<file path="src/rtl/board_debug_pkg.sv">
// Shared definitions for the board-level debug blocks: default sizes, the
// breakpoint load FSM states and the slot-index width helper.
package board_debug_pkg;

  localparam int ADDR_W_DEF = 16;
  localparam int NUM_BP_DEF = 4;

  typedef enum logic {
    IDLE,
    FILL
  } load_state_t;

  // A single slot still needs a one-bit index so the ports never collapse to zero width.
  function automatic int slot_w(input int num_bp);
    return (num_bp <= 1) ? 1 : $clog2(num_bp);
  endfunction

endpackage

</file>
<file path="src/rtl/btn_debounce.sv">
// Raw push-button conditioner: 2-FF synchroniser, stable-level counter and a
// one-cycle pulse on every accepted 0->1 transition.
module btn_debounce #(
  parameter int DEBOUNCE_CYCLES = 5000
) (
  input  logic i_clk,
  input  logic s_resetn,
  input  logic i_btn,
  output logic o_pulse
);

  localparam int CNT_W = $clog2(DEBOUNCE_CYCLES + 1);
  localparam logic [CNT_W-1:0] CNT_LAST = CNT_W'(DEBOUNCE_CYCLES - 1);

  logic [1:0]       sync_q;
  logic             stable_q, stable_d;
  logic [CNT_W-1:0] cnt_q, cnt_d;
  logic             pulse_q, pulse_d;

  // NOTE: every variable gets its default before any branch, so no path can infer a latch.
  always_comb begin
    stable_d = stable_q;
    cnt_d    = '0;
    pulse_d  = 1'b0;
    if (sync_q[1] != stable_q) begin
      if (cnt_q == CNT_LAST) begin
        stable_d = sync_q[1];
        pulse_d  = sync_q[1];
      end else begin
        cnt_d = cnt_q + 1'b1;
      end
    end
  end

  // NOTE: state registers use non-blocking assignments so every flop samples pre-edge values.
  always_ff @(posedge i_clk or negedge s_resetn) begin
    if (!s_resetn) begin
      sync_q   <= '0;
      stable_q <= 1'b0;
      cnt_q    <= '0;
      pulse_q  <= 1'b0;
    end else begin
      sync_q   <= {sync_q[0], i_btn};
      stable_q <= stable_d;
      cnt_q    <= cnt_d;
      pulse_q  <= pulse_d;
    end
  end

  assign o_pulse = pulse_q;

endmodule

</file>
<file path="src/rtl/board_breakpoint_unit.sv">
// Multi-slot hardware breakpoint unit: slots are entered byte-wise from the
// switches and every valid slot is compared against each fetched PC in parallel.
module board_breakpoint_unit
  import board_debug_pkg::*;
#(
  parameter int ADDR_W          = ADDR_W_DEF,
  parameter int NUM_BP          = NUM_BP_DEF,
  parameter int DEBOUNCE_CYCLES = 5000
) (
  input  logic                             i_clk,
  input  logic                             s_resetn,
  input  logic [7:0]                       i_switches,
  input  logic                             i_btnLoad,
  input  logic                             i_btnClear,
  input  logic                             i_swEnable,
  input  logic [ADDR_W-1:0]                i_pc,
  input  logic                             i_pcValid,
  input  logic                             i_resume,
  output logic                             o_break,
  output logic [slot_w(NUM_BP)-1:0]        o_hitSlot,
  output logic [slot_w(NUM_BP)-1:0]        o_loadSlot,
  output logic [$clog2(ADDR_W/8):0]        o_loadByte,
  output logic [NUM_BP-1:0]                o_validMask
);

  localparam int SLOT_W = slot_w(NUM_BP);
  localparam int BYTES  = ADDR_W / 8;
  localparam int LB_W   = $clog2(BYTES) + 1;

  logic              load_pulse, clear_pulse;
  logic [1:0]        en_sync_q;
  logic              armed_q, armed_d;
  load_state_t       state_q, state_d;
  logic [ADDR_W-1:0] slot_q [NUM_BP];
  logic [ADDR_W-1:0] slot_d [NUM_BP];
  logic [NUM_BP-1:0] valid_q, valid_d;
  logic [SLOT_W-1:0] load_slot_q, load_slot_d, next_slot;
  logic [LB_W-1:0]   load_byte_q, load_byte_d;
  logic              break_q, break_d;
  logic [SLOT_W-1:0] hit_q, hit_d, hit_idx;
  logic [NUM_BP-1:0] match;
  logic              last_byte;

  btn_debounce #(.DEBOUNCE_CYCLES(DEBOUNCE_CYCLES)) u_load_db (
    .i_clk   (i_clk),
    .s_resetn(s_resetn),
    .i_btn   (i_btnLoad),
    .o_pulse (load_pulse)
  );

  btn_debounce #(.DEBOUNCE_CYCLES(DEBOUNCE_CYCLES)) u_clear_db (
    .i_clk   (i_clk),
    .s_resetn(s_resetn),
    .i_btn   (i_btnClear),
    .o_pulse (clear_pulse)
  );

  assign next_slot = (load_slot_q == SLOT_W'(NUM_BP - 1)) ? '0 : load_slot_q + 1'b1;
  assign last_byte = (load_byte_q == LB_W'(BYTES - 1));

  // Compare reads the registered slots, so a same-cycle write is seen only next cycle.
  always_comb begin
    hit_idx = '0;
    for (int i = 0; i < NUM_BP; i++) begin
      match[i] = valid_q[i] & (slot_q[i] == i_pc) & i_pcValid & en_sync_q[1];
    end
    for (int i = NUM_BP - 1; i >= 0; i--) begin
      if (match[i]) hit_idx = SLOT_W'(i);
    end
  end

  always_comb begin
    armed_d     = armed_q;
    state_d     = state_q;
    slot_d      = slot_q;
    valid_d     = valid_q;
    load_slot_d = load_slot_q;
    load_byte_d = load_byte_q;
    break_d     = break_q;
    hit_d       = hit_q;

    if (armed_q) begin
      armed_d     = 1'b0;
      slot_d[0]   = ADDR_W'(i_switches);
      valid_d[0]  = 1'b1;
      load_slot_d = (NUM_BP > 1) ? SLOT_W'(1) : '0;
      load_byte_d = '0;
      state_d     = IDLE;
    end else if (clear_pulse) begin
      valid_d     = '0;
      load_slot_d = '0;
      load_byte_d = '0;
      state_d     = IDLE;
    end else if (load_pulse) begin
      for (int b = 0; b < BYTES; b++) begin
        if (load_byte_q == LB_W'(b)) slot_d[load_slot_q][8*b +: 8] = i_switches;
      end
      if (state_q == IDLE) valid_d[load_slot_q] = 1'b0;
      if (last_byte) begin
        valid_d[load_slot_q] = 1'b1;
        load_byte_d          = '0;
        load_slot_d          = next_slot;
        state_d              = IDLE;
      end else begin
        load_byte_d = load_byte_q + 1'b1;
        state_d     = FILL;
      end
    end

    // A new match re-latches only when no break is pending or it is being released.
    if (|match && (!break_q || i_resume)) begin
      break_d = 1'b1;
      hit_d   = hit_idx;
    end else if (i_resume) begin
      break_d = 1'b0;
    end
  end

  // NOTE: the slot array is a small register file and is reset explicitly; a RAM would need a clear sequence instead.
  always_ff @(posedge i_clk or negedge s_resetn) begin
    if (!s_resetn) begin
      en_sync_q   <= '0;
      armed_q     <= 1'b1;
      state_q     <= IDLE;
      for (int i = 0; i < NUM_BP; i++) slot_q[i] <= '0;
      valid_q     <= '0;
      load_slot_q <= '0;
      load_byte_q <= '0;
      break_q     <= 1'b0;
      hit_q       <= '0;
    end else begin
      en_sync_q   <= {en_sync_q[0], i_swEnable};
      armed_q     <= armed_d;
      state_q     <= state_d;
      for (int i = 0; i < NUM_BP; i++) slot_q[i] <= slot_d[i];
      valid_q     <= valid_d;
      load_slot_q <= load_slot_d;
      load_byte_q <= load_byte_d;
      break_q     <= break_d;
      hit_q       <= hit_d;
    end
  end

  assign o_break     = break_q;
  assign o_hitSlot   = hit_q;
  assign o_loadSlot  = load_slot_q;
  assign o_loadByte  = load_byte_q;
  assign o_validMask = valid_q;

endmodule

</file>
<file path="config.mk">
export PLATFORM = sky130hd
export DESIGN_NAME = board_breakpoint_unit
export DESIGN_NICKNAME = d
export VERILOG_FILES = /design/src/rtl/board_debug_pkg.sv /design/src/rtl/btn_debounce.sv /design/src/rtl/board_breakpoint_unit.sv
export SDC_FILE = /design/constraint.sdc
export NUM_CORES = 1
export LEC_CHECK = 0
export BUFFER_PORTS_ARGS = -buffer_cell sky130_fd_sc_hd__buf_2
export CORE_UTILIZATION = 41
export CTS_CLUSTER_SIZE = 10
export DETAILED_ROUTE_END_ITERATION = 16
export GPL_TIMING_DRIVEN = 0
export MAX_ROUTING_LAYER = met4
export PLACE_DENSITY_LB_ADDON = 0.2
export SLEW_MARGIN = 20
export SYNTH_ARGS = -nofsm -noshare
export SYNTH_HDL_FRONTEND = slang
export SYNTH_SLANG_ARGS = --single-unit
</file>
<file path="constraint.sdc">
create_clock -name i_clk -period 1.8 [get_ports i_clk]
set_input_delay 0.27 -clock i_clk [delete_from_list [all_inputs] [get_ports i_clk]]
set_output_delay 0.27 -clock i_clk [all_outputs]
set_load 0.02 [all_outputs]
</file>
==> results.toml <==
[logic_synthesis]
synth_top_family_by_area = "XOR/XNOR gates"
synth-xor-area-share_pct = 14.61
yosysSeqAreaShare_pct = 54.23
yosysUniqueCellTypes = 37
netlist_area_um2 = 5216
synth_compound_area_share_pct = 4.126
synthMuxAreaShare_pct = 12.71
netlist_instances = 434
ys_warn_count = 0
synth_area_per_cell_um2 = 12.02
syn_nets = 471
ys_seq_elements = 113
yosys.area_share.simple_pct = 12.02
synthAdderAreaFrac_pct = 1.439

[detailed_routing]
wirelength_mm = 11.49
num_vias = 3533
drtIter0Drc = 208
drc = 0
routedWlPerCell_um = 16.85
ant_nets = 0
drtPass1Iterations = 4
met3_length_um = 387
wl_met2_mm = 5.604
dr.max_layer_used = "met4"
wl_met1_mm = 5.310
viasPerCell = 5.180

[die]
die_y_um = 114.8
start_util_pct = 42.72
ios = 42
num_rows = 40
core_area_um2 = 12210
die_area_um2 = 13180
die_x_um = 114.8

[critical_path]
worstPathRequired_ps = 2100
reg2reg_slack_ps = -4
crit_path_max_incr_delay_ps = 530
cp.depth = 5
critPathLaunchType = "flip-flop"
cpMaxStageDelayCell = "or4_1"
critPathCapture = "u_clear_db.stable_q"
cp-end-kind = "flip-flop"
crit_buf_inv = 1
worst_ep_arrival_time_ps = 2110
worstReg2RegEnd = "u_clear_db.stable_q"
critPathMaxFanout = 4
critPathLaunch = "u_clear_db.cnt_q[5]"
r2r_start = "u_clear_db.cnt_q[5]"
path_class = "reg2reg"
ff2ff_path_depth = 5
crit_family = "simple AND/OR/NAND/NOR gates"
crit_path_cell_trace = "or4_1 -> nor2_1 -> nand4_1 -> buf_4 -> mux2_2"

[sta]
post-route-min-period_ps = 1804
max_freq_mhz = 554.3
worst_pin_slew_ps = 535.0
setup_viol = 1
fin_ws_ps = -4.230
hold_viol = 0
relSlewSlack_pct = 64.34
tns_ps = -4.230
rsz0062_at_grt = "true"
finalMaxSlewViolations = 0
finalCritPeriodShare_pct = 100.2
skew_ps = 7.431

[finish]
drive_gt1_share_pct = 29.77
num_antenna_cells = 0
n_fill_cell = 1112
areaGrowthSynthToFinish_pct = 23.03
layout_common_cells = "dfrtp_1 (112), xor2_1 (66), mux2_2 (57)"
layout.nets = 539
final_common_cell = "dfrtp_1"

[clock_network]
clk_path_buf_depth = 2
clock_sinks = 113
cts_tree = "built"
numCtsBuffers = 17
cts-htree-levels = 4
cts.reportedPaths.clkPinSlew_ps = 50
cts_root_buf = "clkbuf_16"
clock_latency_ps = 420

[global_routing]
grt.total_usage_pct = 19.92
grt_start_max_net_pins = 66
gr-total-overflow = 0
grt_pass1_vias = 3541
antenna_found_initial = 0
grt_pass1_wl_mm = 18.48

[run]
maxCapViolCount = 0

[worst_hold_path]
min_from = "i_resume"
hp-class = "in2reg"

[status]
violations = "negative setup slack"
status = "finished with violations"

[placement]
port_buffers = 41
dp.final_hpwl_mm = 7.759
place_congestion = 0.7839

[pwr]
finalPower_mw = 6.346
switching_power_mw = 1.396
ir_drop_uv = 484.0
powerDensity_nw_per_um2 = 988.9
p_clk_share_pct = 50.9
p_leak_nw = 2.951
p_comb_share_pct = 6.5
switching_share_pct = 21.99
p_int_mw = 4.951
seqPwrFrac_pct = 42.6
## flip-flops by register name, summed over array words and instances (netlist names), 2 cells and up
name and flops:
en_sync_q 2, o_hitSlot 2, o_loadByte 2, o_loadSlot 2, o_validMask 4, slot_q 64, u_clear_db.cnt_q 13, u_clear_db.sync_q 2
u_load_db.cnt_q 13, u_load_db.sync_q 2
## cell families after synthesis
kind of cell,Yosys count
xor+xnor,87
flops,113
other cells,1
simple gates,127
buf+inv,10
mux,59
compound gates,31
fa+ha+maj,6
## worst min-delay path by stage
stage,end,slack [ps],depth (start not counted)
2_1_floorplan,en_sync_q[0],-30,0
3_3_place_gp,u_load_db.sync_q[1],330,0
3_5_place_dp,slot_q[23],240,1
4_1_cts,o_break,150,3
5_1_grt,o_break,170,3
6_report,o_break,160,3
## through the flow
step / instances / cell area (µm²) / worst slack (ps) / util [%] / hold WS (ps)
after detailed placement: 644 / 5665 / -386.7 / 46.39 / 237.0
after CTS: 679 / 6354 / 4.156 / 52.03 / 146.6
after floorplan: 434 / 5216 / 6.958 / - / -25.59
after global placement: 643 / 5632 / -906.4 / 46.12 / 333.2
final: 682 / 6417 / -4.230 / 52.55 / 155.2
after global routing: 682 / 6417 / -93.22 / 52.55 / 170.5
## worst register-to-register path, stage by stage (launching register included)
cell,delay [ps]
dfrtp_1,410
or4_1,530
nor2_1,120
nand4_1,170
buf_4,200
mux2_2,260
## per-layer routing
metal,vias up,GRT usage (%)
li1,1653,-
met4,0,8.052
met5,-,-
met1,1797,24.53
met2,64,30.83
met3,19,5.851
## area by class of cell
cell class	instances	area [µm²]	area share, %
buffer	4	25.02	0.3899
clock buffer	25	485.5	7.565
clock inverter	6	80.08	1.248
inverter	4	15.01	0.2340
multi-input combinational	311	2444	38.08
sequential	113	2829	44.08
tap	168	210.2	3.276
timing repair buffer	51	329.1	5.128
## cell usage after synthesis (all sizes together)
master	number	area (µm²)
nand2b	1	6.260
a22o	9	78.83
nor3b	2	15.01
nor4b	1	8.760
nor2b	1	6.260
conb	1	3.750
or4	1	7.510
and3	8	50.05
o21bai	2	15.01
dfrtp	112	2803
buf	3	15.01
nand3	16	80.08
o2bb2ai	1	8.760
inv	4	15.01
xnor2	21	183.9
nor4	11	68.82
a21oi	9	48.80
xor2	66	578.1
o31ai	1	7.510
nand2	27	101.4
o2bb2a	1	10.01
o21ai	7	35.03
o32a	1	11.26
clkbuf	3	11.26
ha	6	75.07
dfstp	1	26.28
or3	3	18.77
nand4	9	56.30
mux2i	1	10.01
and2	3	18.77
nor2	33	123.9
and2b	2	15.01
mux2	58	653.1
nor3	9	50.05
## power by group through the flow
stage          Combinational, mW  Sequential [mW]  Clock, mW
3_5_place_dp               0.403             2.74          0
2_1_floorplan              0.209             2.73          0
5_1_grt                    0.459             2.71       3.42
6_report                   0.415             2.70       3.23
3_3_place_gp               0.388             2.73          0
4_1_cts                    0.413             2.70       3.28
## what timing repair did
item	CTS	global route
buffers inserted	2	3
hold buffers	4	0
pin swaps	3	9
resized for setup	19	9
setup endpoints to repair	89	70
hold endpoints to repair	50	0
No activity file was read; power rests on OpenSTA's default activity.
